## config.mk

```make
export PLATFORM = sky130hd
export DESIGN_NAME = note_sequencer
export DESIGN_NICKNAME = d
export VERILOG_FILES = /design/src/rtl/note_seq_pkg.sv /design/src/rtl/tone_channel.sv /design/src/rtl/note_sequencer.sv
export SDC_FILE = /design/constraint.sdc
export NUM_CORES = 1
export LEC_CHECK = 0
export ABC_AREA = 1
export CAP_MARGIN = 20
export CORE_UTILIZATION = 55
export DETAILED_ROUTE_END_ITERATION = 8
export PLACE_DENSITY = 0.85
export SYNTH_ARGS = -nofsm -noshare
export SYNTH_HDL_FRONTEND = slang
export SYNTH_SLANG_ARGS = --single-unit
```

## constraint.sdc

```tcl
create_clock -name clk -period 7.9 [get_ports clk]
set_clock_uncertainty 0.05 [all_clocks]
set_input_delay 1.185 -clock clk [delete_from_list [all_inputs] [get_ports clk]]
set_output_delay 1.185 -clock clk [all_outputs]
set_load 0.05 [all_outputs]
```

## src/rtl/note_seq_pkg.sv

```systemverilog
// ---------------------------------------------------------------------------
// note_seq_pkg
// Shared definitions for the note sequencer: opcode values, instruction
// field positions, FSM state encoding and the tick denominator helper.
//
// Instruction word:
//   [15:14] op   00 NOTE  : [13:12] ch, [11:4] pitch, [3:0] dur
//                01 JUMP  : [13:0]  target address
//                10 TEMPO : [8:0]   bpm
//                11 END
// ---------------------------------------------------------------------------
package note_seq_pkg;

    localparam logic [1:0] OP_NOTE  = 2'b00;
    localparam logic [1:0] OP_JUMP  = 2'b01;
    localparam logic [1:0] OP_TEMPO = 2'b10;
    localparam logic [1:0] OP_END   = 2'b11;

    localparam int OP_MSB     = 15;
    localparam int OP_LSB     = 14;
    localparam int CH_MSB     = 13;
    localparam int CH_LSB     = 12;
    localparam int PITCH_MSB  = 11;
    localparam int PITCH_LSB  = 4;
    localparam int DUR_MSB    = 3;
    localparam int DUR_LSB    = 0;
    localparam int TARGET_MSB = 13;
    localparam int TEMPO_MSB  = 8;

    typedef enum logic [2:0] {
        S_IDLE  = 3'd0,
        S_FETCH = 3'd1,
        S_EXEC  = 3'd2,
        S_WAIT  = 3'd3,
        S_HALT  = 3'd4
    } state_t;

    // Cycles per quarter beat are clk_hz*60/(4*bpm); the accumulator compares
    // against clk_hz*15 so that bpm can be added directly every cycle.
    function automatic logic [31:0] tick_den(input int unsigned clk_hz);
        return 32'(clk_hz * 32'd15);
    endfunction

endpackage

```

## src/rtl/tone_channel.sv

```systemverilog
// ---------------------------------------------------------------------------
// tone_channel
// One square-wave tone generator. The half period is pitch*PERIOD_UNIT
// cycles; pitch 0 means silent (wave held at 0).
//
// Ports:
//   clk, rst  system clock, asynchronous active-high reset
//   load      take a new pitch this cycle
//   pitch     pitch code (0 = silence)
//   wave      registered square-wave output
// ---------------------------------------------------------------------------
module tone_channel #(
    parameter int PERIOD_UNIT = 512
) (
    input  logic       clk,
    input  logic       rst,
    input  logic       load,
    input  logic [7:0] pitch,
    output logic       wave
);

    localparam int CW = 8 + $clog2(PERIOD_UNIT) + 1;

    logic [7:0]    cur_pitch;
    logic [CW-1:0] cnt;
    logic [CW-1:0] half_period;

    assign half_period = CW'(cur_pitch) * CW'(PERIOD_UNIT);

    // NOTE: sequential state is written with non-blocking assignments only,
    // so every flop samples values from before the clock edge.
    always_ff @(posedge clk or posedge rst) begin
        if (rst) begin
            cur_pitch <= '0;
            cnt       <= '0;
            wave      <= 1'b0;
        end else if (load && (pitch != cur_pitch)) begin
            // Only a different pitch restarts the phase; reloading the same
            // pitch falls through to the free-running branch below.
            cur_pitch <= pitch;
            cnt       <= '0;
            wave      <= 1'b0;
        end else if (cur_pitch != 8'd0) begin
            if (cnt == half_period - CW'(1)) begin
                cnt  <= '0;
                wave <= ~wave;
            end else begin
                cnt <= cnt + CW'(1);
            end
        end
    end

endmodule

```

## src/rtl/note_sequencer.sv

```systemverilog
// ---------------------------------------------------------------------------
// note_sequencer
// Fetches 16-bit note instructions from asynchronous SRAM and plays them on
// CHANNELS square-wave tone channels at a programmable tempo.
//
// Ports:
//   clk, rst        system clock, asynchronous active-high reset
//   start           one-cycle pulse, starts playback at address 0 when idle
//   sram_addr       registered SRAM word address
//   sram_WE/CE/OE/LB/UB  constant read-only SRAM controls (1,0,0,0,0)
//   sram_io         SRAM read data
//   chan_out        per-channel square waves
//   speaker         OR of all channel waves
//   busy            playback in progress
//   LED             at least one channel has a non-zero pitch
//   LED2            halted after END
//
// Build option: define NOTE_SEQ_JUMP_EN to make JUMP load the PC from the
// target field; without it JUMP behaves as a NOP.
// ---------------------------------------------------------------------------
module note_sequencer
    import note_seq_pkg::*;
#(
    parameter int CLK_HZ      = 50000000,
    parameter int CHANNELS    = 2,
    parameter int ADDR_W      = 18,
    parameter int SRAM_WAIT   = 2,
    parameter int PERIOD_UNIT = 512,
    parameter int BPM         = 96
) (
    input  logic                clk,
    input  logic                rst,
    input  logic                start,
    output logic [ADDR_W-1:0]   sram_addr,
    output logic                sram_WE,
    output logic                sram_CE,
    output logic                sram_OE,
    output logic                sram_LB,
    output logic                sram_UB,
    input  logic [15:0]         sram_io,
    output logic [CHANNELS-1:0] chan_out,
    output logic                speaker,
    output logic                busy,
    output logic                LED,
    output logic                LED2
);

    localparam logic [31:0]    TICK_DEN  = tick_den(CLK_HZ);
    localparam int             WCW       = (SRAM_WAIT > 1) ? $clog2(SRAM_WAIT) : 1;
    localparam logic [WCW-1:0] WAIT_LAST = WCW'(SRAM_WAIT - 1);
    localparam logic [8:0]     BPM_INIT  = 9'(BPM);

    state_t              state;
    logic [ADDR_W-1:0]   pc;
    logic [ADDR_W-1:0]   pc_inc;
    logic [ADDR_W-1:0]   pc_next;
    logic [15:0]         ir;
    logic [WCW-1:0]      wait_cnt;
    logic [3:0]          dur_cnt;
    logic [8:0]          bpm;
    logic [31:0]         acc;
    logic [31:0]         acc_sum;
    logic                tick;
    logic                start_ok;

    logic [1:0]          ir_op;
    logic [1:0]          ir_ch;
    logic [7:0]          ir_pitch;
    logic [3:0]          ir_dur;
    logic [8:0]          ir_bpm;

    logic [CHANNELS-1:0] ch_load;
    logic [7:0]          ch_pitch;
    logic [CHANNELS-1:0] sounding;

    // Read-only SRAM access.
    assign sram_WE = 1'b1;
    assign sram_CE = 1'b0;
    assign sram_OE = 1'b0;
    assign sram_LB = 1'b0;
    assign sram_UB = 1'b0;

    assign ir_op    = ir[OP_MSB:OP_LSB];
    assign ir_ch    = ir[CH_MSB:CH_LSB];
    assign ir_pitch = ir[PITCH_MSB:PITCH_LSB];
    assign ir_dur   = ir[DUR_MSB:DUR_LSB];
    assign ir_bpm   = ir[TEMPO_MSB:0];

    assign start_ok = start && ((state == S_IDLE) || (state == S_HALT));

    // The sum never overflows: acc stays below TICK_DEN and bpm < 512.
    assign acc_sum = acc + {23'd0, bpm};
    assign tick    = (acc_sum >= TICK_DEN);

    // PC arithmetic wraps naturally at 2^ADDR_W.
    assign pc_inc = pc + ADDR_W'(1);

    // NOTE: every signal assigned in always_comb gets a default first, so no
    // path can leave it unassigned and infer a latch.
    always_comb begin
        pc_next = pc_inc;
`ifdef NOTE_SEQ_JUMP_EN
        if (ir_op == OP_JUMP) begin
            pc_next = ADDR_W'(ir[TARGET_MSB:0]);
        end
`endif
    end

    // Channel load strobes: a NOTE addresses one channel, while END or an
    // accepted start silences all of them by loading pitch 0.
    always_comb begin
        ch_load  = '0;
        ch_pitch = ir_pitch;
        if ((state == S_EXEC) && (ir_op == OP_NOTE)) begin
            for (int c = 0; c < CHANNELS; c++) begin
                if (ir_ch == 2'(c)) begin
                    ch_load[c] = 1'b1;
                end
            end
        end
        if (((state == S_EXEC) && (ir_op == OP_END)) || start_ok) begin
            ch_load  = '1;
            ch_pitch = 8'd0;
        end
    end

    always_ff @(posedge clk or posedge rst) begin
        if (rst) begin
            state     <= S_IDLE;
            pc        <= '0;
            sram_addr <= '0;
            ir        <= '0;
            wait_cnt  <= '0;
            dur_cnt   <= '0;
            bpm       <= BPM_INIT;
            acc       <= '0;
            busy      <= 1'b0;
            LED2      <= 1'b0;
        end else begin
            case (state)
                S_IDLE, S_HALT: begin
                    if (start) begin
                        state     <= S_FETCH;
                        pc        <= '0;
                        sram_addr <= '0;
                        wait_cnt  <= '0;
                        bpm       <= BPM_INIT;
                        busy      <= 1'b1;
                        LED2      <= 1'b0;
                    end
                end

                S_FETCH: begin
                    if (wait_cnt == WAIT_LAST) begin
                        ir       <= sram_io;
                        wait_cnt <= '0;
                        state    <= S_EXEC;
                    end else begin
                        wait_cnt <= wait_cnt + WCW'(1);
                    end
                end

                S_EXEC: begin
                    // The accumulator restarts here and this cycle counts as
                    // its first increment, so a duration of N ticks puts the
                    // next FETCH exactly N*TICK_DEN/bpm cycles after EXEC.
                    acc <= {23'd0, bpm};
                    case (ir_op)
                        OP_NOTE: begin
                            if (ir_dur == 4'd0) begin
                                pc        <= pc_inc;
                                sram_addr <= pc_inc;
                                state     <= S_FETCH;
                            end else begin
                                dur_cnt <= ir_dur;
                                state   <= S_WAIT;
                            end
                        end
                        OP_JUMP: begin
                            pc        <= pc_next;
                            sram_addr <= pc_next;
                            state     <= S_FETCH;
                        end
                        OP_TEMPO: begin
                            if (ir_bpm != 9'd0) begin
                                bpm <= ir_bpm;
                            end
                            pc        <= pc_inc;
                            sram_addr <= pc_inc;
                            state     <= S_FETCH;
                        end
                        default: begin
                            state <= S_HALT;
                            busy  <= 1'b0;
                            LED2  <= 1'b1;
                        end
                    endcase
                end

                S_WAIT: begin
                    // Subtracting instead of clearing keeps the remainder,
                    // so non-integer tick periods dither without drift.
                    acc <= tick ? (acc_sum - TICK_DEN) : acc_sum;
                    if (tick) begin
                        dur_cnt <= dur_cnt - 4'd1;
                        if (dur_cnt == 4'd1) begin
                            pc        <= pc_inc;
                            sram_addr <= pc_inc;
                            state     <= S_FETCH;
                        end
                    end
                end

                default: state <= S_IDLE;
            endcase
        end
    end

    // LED tracks which channels hold a non-zero pitch.
    always_ff @(posedge clk or posedge rst) begin
        if (rst) begin
            sounding <= '0;
        end else begin
            for (int c = 0; c < CHANNELS; c++) begin
                if (ch_load[c]) begin
                    sounding[c] <= (ch_pitch != 8'd0);
                end
            end
        end
    end

    for (genvar c = 0; c < CHANNELS; c++) begin : g_chan
        tone_channel #(
            .PERIOD_UNIT(PERIOD_UNIT)
        ) u_chan (
            .clk  (clk),
            .rst  (rst),
            .load (ch_load[c]),
            .pitch(ch_pitch),
            .wave (chan_out[c])
        );
    end

    assign speaker = |chan_out;
    assign LED     = |sounding;

endmodule

```

# Yosys cells after proc, flatten, opt, wreduce, memory -nomap -nowiden
# Index checks and enable logic that the tools add are counted.
# totals
regBits	141
output_inout_bits	29
# classes
add_sub_neg	9
magnitude_cmp	1
eq_ne	24
muxes	48
n_bitwise	2
n_reduce_logical	37
# ops
operator	count
$mux 18	10
$pmux 32 s2	1
$add 18x1->18 const B	3
$pmux 18 s3	1
$eq 18x18->1	2
$pmux 18 s2	1
$sub 17x1->18 const B	2
$add 32x9->32	1
$ge 32x30->1 const B	1
$mux 32	1
$sub 32x30->32 const B	1
$mux 9	3
$reduce_bool 8->1	3
$pmux 9 s2	1
$ne 8x8->1	2
$ne 2x2->1 const B	7
$reduce_bool 2->1	7
$mux 1	13
$mux 3	4
$mux 4	3
$pmux 3 s4	1
$reduce_and 4->1	3
$reduce_bool 9->1	1
$mux 8	1
27 further kinds	48

# Longest topological paths before layout
# logic_depth
word_depth	9
depth_mapped	23
mapped_depth_nobuf	22

# Hierarchy
# A second synthesis with hierarchy kept.
# unflattened
hier_cells	1680
hier_area_um2	10736.5
# by_module_without_submodules
module	instances	cells_per_inst	area_per_inst_um2
note_sequencer	1	1112	6972.9
tone_channel	2	284	1881.8

# Worst setup path before layout
# OpenSTA, ideal clock, no wires.
# synth_path
path_kind	input to register
from	in start
to	reg g_chan[0].u_chan.cnt[4]
arrival_ns	2.803
required_ns	7.731
path_slack_ns	4.928
cell_stages	13
path_cell_list	nand2_1 nand2_2 inv_2 nand2_1 nand2_1 o21ai_0 nor4_1 nand3_1 nand2_2 nand2_1 clkbuf_1 a21oi_1 nor2_1
# synth_via
elab_chain_len	6
word_cells_on_any_way	8
# synth_lines
element	line_no	rtl
start, declared	note_sequencer.sv:33	input logic start,
$logic_and 1x1->1 (*)	note_sequencer.sv:89	assign start_ok = start && ((state == S_IDLE) || (state == S_HALT));
$logic_or 1x1->1 (*)	note_sequencer.sv:121	if (((state == S_EXEC) && (ir_op == OP_END)) || start_ok) begin
$mux 8	note_sequencer.sv:121	
$ne 8x8->1	tone_channel.sv:37	end else if (load && (pitch != cur_pitch)) begin
$logic_and 1x1->1 (*)	tone_channel.sv:37	
$mux 18 or $reduce_bool 2->1 (tied branches)	n/a	
end signal, assigned	tone_channel.sv:48	cnt <= cnt + CW'(1);
end, declared	tone_channel.sv:25	logic [CW-1:0] cnt;
# Mark *: on every way between the ends. The rest lies on a longest branch, timed or not.
# A chain may end at the register's enable or synchronous reset.

# Final worst setup path
# layout_path
from	in start
to	reg g_chan[0].u_chan.cnt[12]
# Same word-level chain as after synthesis.

==> out/metrics.yaml <==
hold_path:
  hold_depth: 2
  min_from: "state[2]"
  hold_class: "reg2reg"
  min_delay_worst_endpoint: "state[2]"
cts:
  hold_buffers: 0
  h-tree-depth: 4
  cts_tree: "built"
  clock_latency_ps: 430
  numCtsBuffers: 17
  clock_sinks: 141
  cts_root_buffer: "clkbuf_16"
  cts_max_path_buffers: 2
  post_cts_buffers: 0
  cts_resized: 0
  clkTransAtPathRegs_ps: 60
synthesis:
  synthFlopType: "dfrtp_1"
  synthTopCellsByArea: "dfrtp_1, nand2_1, nand3_1"
  yosys.area.top_type: "dfrtp_1"
  synthArstFlopShare: 1.00
  yosysMostFrequentCell: "nand2_1"
  synthCells: 1589
  synth_cell_types: 52
  yosys_register_bits: 141
  avgSynthCellArea_sq_um: 6.65
  yosysWarnings: 0
  yosysSeqAreaShare: 0.334
  netlist.area_leader.share: 0.329
  yosys-top-cells-count: "nand2_1, inv_1, nand3_1, nor2_1, dfrtp_1"
  synth_area_sq_mm: 0.0106
  synth_edf_count: 0
setup_path:
  arrival_ps: 4270
  reg2reg_slack_ps: 4040
  crit_path_end_kind: "register"
  critPathSlowestCell: "clkdlybuf4s50_1"
  path_buf_inv: 3
  startpoint_type: "input port"
  timing.rr.start: "state[2]"
  crit_family: "simple AND/OR/NAND/NOR gates"
  path_cells: "clkdlybuf4s50_1 > nand2_1 > nand2_2 > inv_2 > nand2_1 > nand2_1 > o21ai_0 > nor4_1 > nand3_1 > nand2_2 > nand2_1 > inv_1 > o21ai_0"
  worst-r2r-cell-count: 15
  crit_path_frequent_cell: "nand2_1"
  slowest_delay_ps: 460
  criticalPathCategory: "in2reg"
  crit_fanout: 28
  crit_required_ps: 8140
  regToRegEndpoint: "g_chan[0].u_chan.cnt[12]"
final_layout:
  multi_input_area_sq_mm: 0.00614
  seqCellArea_sq_mm: 0.00353
  postLayoutCoreUtil: 0.622
  layout-drive-gt1-share: 0.0670
  finalNonFillerCells: 1862
  area_growth_pct: 10.5
  n_antenna_cell: 0
  fill_cells: 1696
  nets: 1654
die:
  die_height_microns: 141
  die_w_microns: 141
  start_util: 0.563
  core_area_sq_mm: 0.0188
  boundaryPins: 48
  die-area_sq_mm: 0.0198
  row_count: 50
timing:
  fmax_mhz: 248
  finalCriticalPeriod_ps: 4030
  rsz0062_at_grt: "false"
  slew-limit-headroom: 0.353
  fin_ws_ps: 3870
  tightest_slew_ps: 964
  finalSetupViolations: 0
  hold_viol: 0
  fin_tns_setup_ps: 0
  min_period_over_period: 0.510
  drv_slew: 0
grt:
  antenna_found_initial: 0
  grt_max_degree: 87
  grt_pass1_wl_microns: 47200
  grt_usage: 0.298
  grt.overflow.total: 0
  grt_pass1_vias: 9800
routing:
  antenna_left: 0
  drt_iter0_markers: 822
  wire_per_inst_microns: 15.1
  dr.pass1.iters: 5
  vias: 10400
  wl_microns: 28200
  viasPerCell: 5.58
  drc: 0
power_and_ir_drop:
  powerDensity_mw_per_mm2: 304
  p_leak_nw: 5.67
  max-vdd-ir-drop_mv: 0.226
place:
  hpwl_microns: 21000
  gp_congestion: 1.06
  io_buffer_count: 42
  pre_cts_slack_ps: 3500
  placed_cells: 1830
outcome:
  status: "completed"
flow_run:
  maxCapViolCount: 0
==> state kept, by name, summed over array words and instances, names as in the netlist <==
register                 count
g_chan.u_chan.cnt           36
g_chan.u_chan.wave           2
LED2                         1
bpm                          9
ir                          16
g_chan.u_chan.cur_pitch     16
wait_cnt                     1
busy                         1
state                        3
acc                         32
sounding                     2
pc                          18
dur_cnt                      4
==> report_power, final <==
part | switching (mW) | internal (mW) | total, mW
logic | 1.10 | 0.513 | 1.62
clock network | 0.332 | 0.485 | 0.818
registers | 0.199 | 0.916 | 1.12
total | 1.64 | 1.92 | 3.55
==> tightest hold or removal path: cells and delay by family, from the launching register on <==
kind          cells  cell delay (ps)
simple gates      2              120
flops             1              370
==> per-stage QoR <==
| step | power, mW | hold WS (ps) | area (sq um) |
|---|---|---|---|
| final | 3.55 | 463 | 11700 |
| after global placement | 2.65 | 422 | 11100 |
| after CTS | 3.54 | 460 | 11700 |
| after detailed placement | 2.70 | 433 | 11100 |
| after floorplan | 2.33 | 399 | 10600 |
| after global routing | 3.81 | 471 | 11700 |
==> placed cells by master, fill, tap and decap left out, types with 4 or more instances in the layout <==
master / count
nand2_1: 535
a22oi_1: 4
nor2_4: 4
nand4_1: 36
xor2_1: 52
o21ai_0: 91
nor2_2: 9
clkbuf_16: 17
o21ai_1: 10
dfrtp_1: 139
nand3_1: 156
nor3_1: 18
conb_1: 5
a21oi_1: 18
xnor2_1: 17
nor2_1: 146
nand2_2: 18
clkdlybuf4s50_1: 42
or2_2: 11
ha_1: 19
nand3b_1: 18
inv_2: 6
o21ai_2: 12
inv_6: 4
nor4_1: 12
inv_1: 169
nand3_2: 6
o22ai_1: 6
==> metal layers <==
layer,track usage,part of all wire,up-vias
met5,0,0,-
met4,0.134,0.034,0
met3,0.0489,0.053,68
met2,0.505,0.48,335
met1,0.376,0.43,4815
li1,-,-,5164
==> layout make-up <==
| class | count | share of cell area |
|---|---|---|
| clock buffer | 21 | 0.0395 |
| sequential | 141 | 0.303 |
| tap | 234 | 0.0251 |
| timing repair buffer | 45 | 0.0380 |
| clock inverter | 11 | 0.0113 |
| multi-input combinational | 1233 | 0.526 |
| inverter | 177 | 0.0574 |
==> kinds of logic (layout without fill, tap and decap cells) <==
family          Yosys count  in the layout  share of synthesized area
xor+xnor                 69             69                     0.0572
compound gates          160            160                     0.0876
mux                       1              1                   0.000948
other cells               2              5                   0.000711
flops                   141            141                      0.334
fa+ha+maj                20             20                     0.0244
simple gates            978            978                      0.409
buf+inv                 218            254                     0.0858
==> worst max path at each step <==
stage / cells past startpoint / startpoint / endpoint
floorplan: 1 / rst / LED2
global placement: 13 / start / g_chan[0].u_chan.cnt[10]
detailed placement: 13 / start / g_chan[0].u_chan.cnt[12]
CTS: 13 / start / g_chan[0].u_chan.cnt[12]
global route: 14 / start / g_chan[0].u_chan.cnt[16]
finish: 13 / start / g_chan[0].u_chan.cnt[12]
Note: power is estimated with default switching activity, not from simulation.
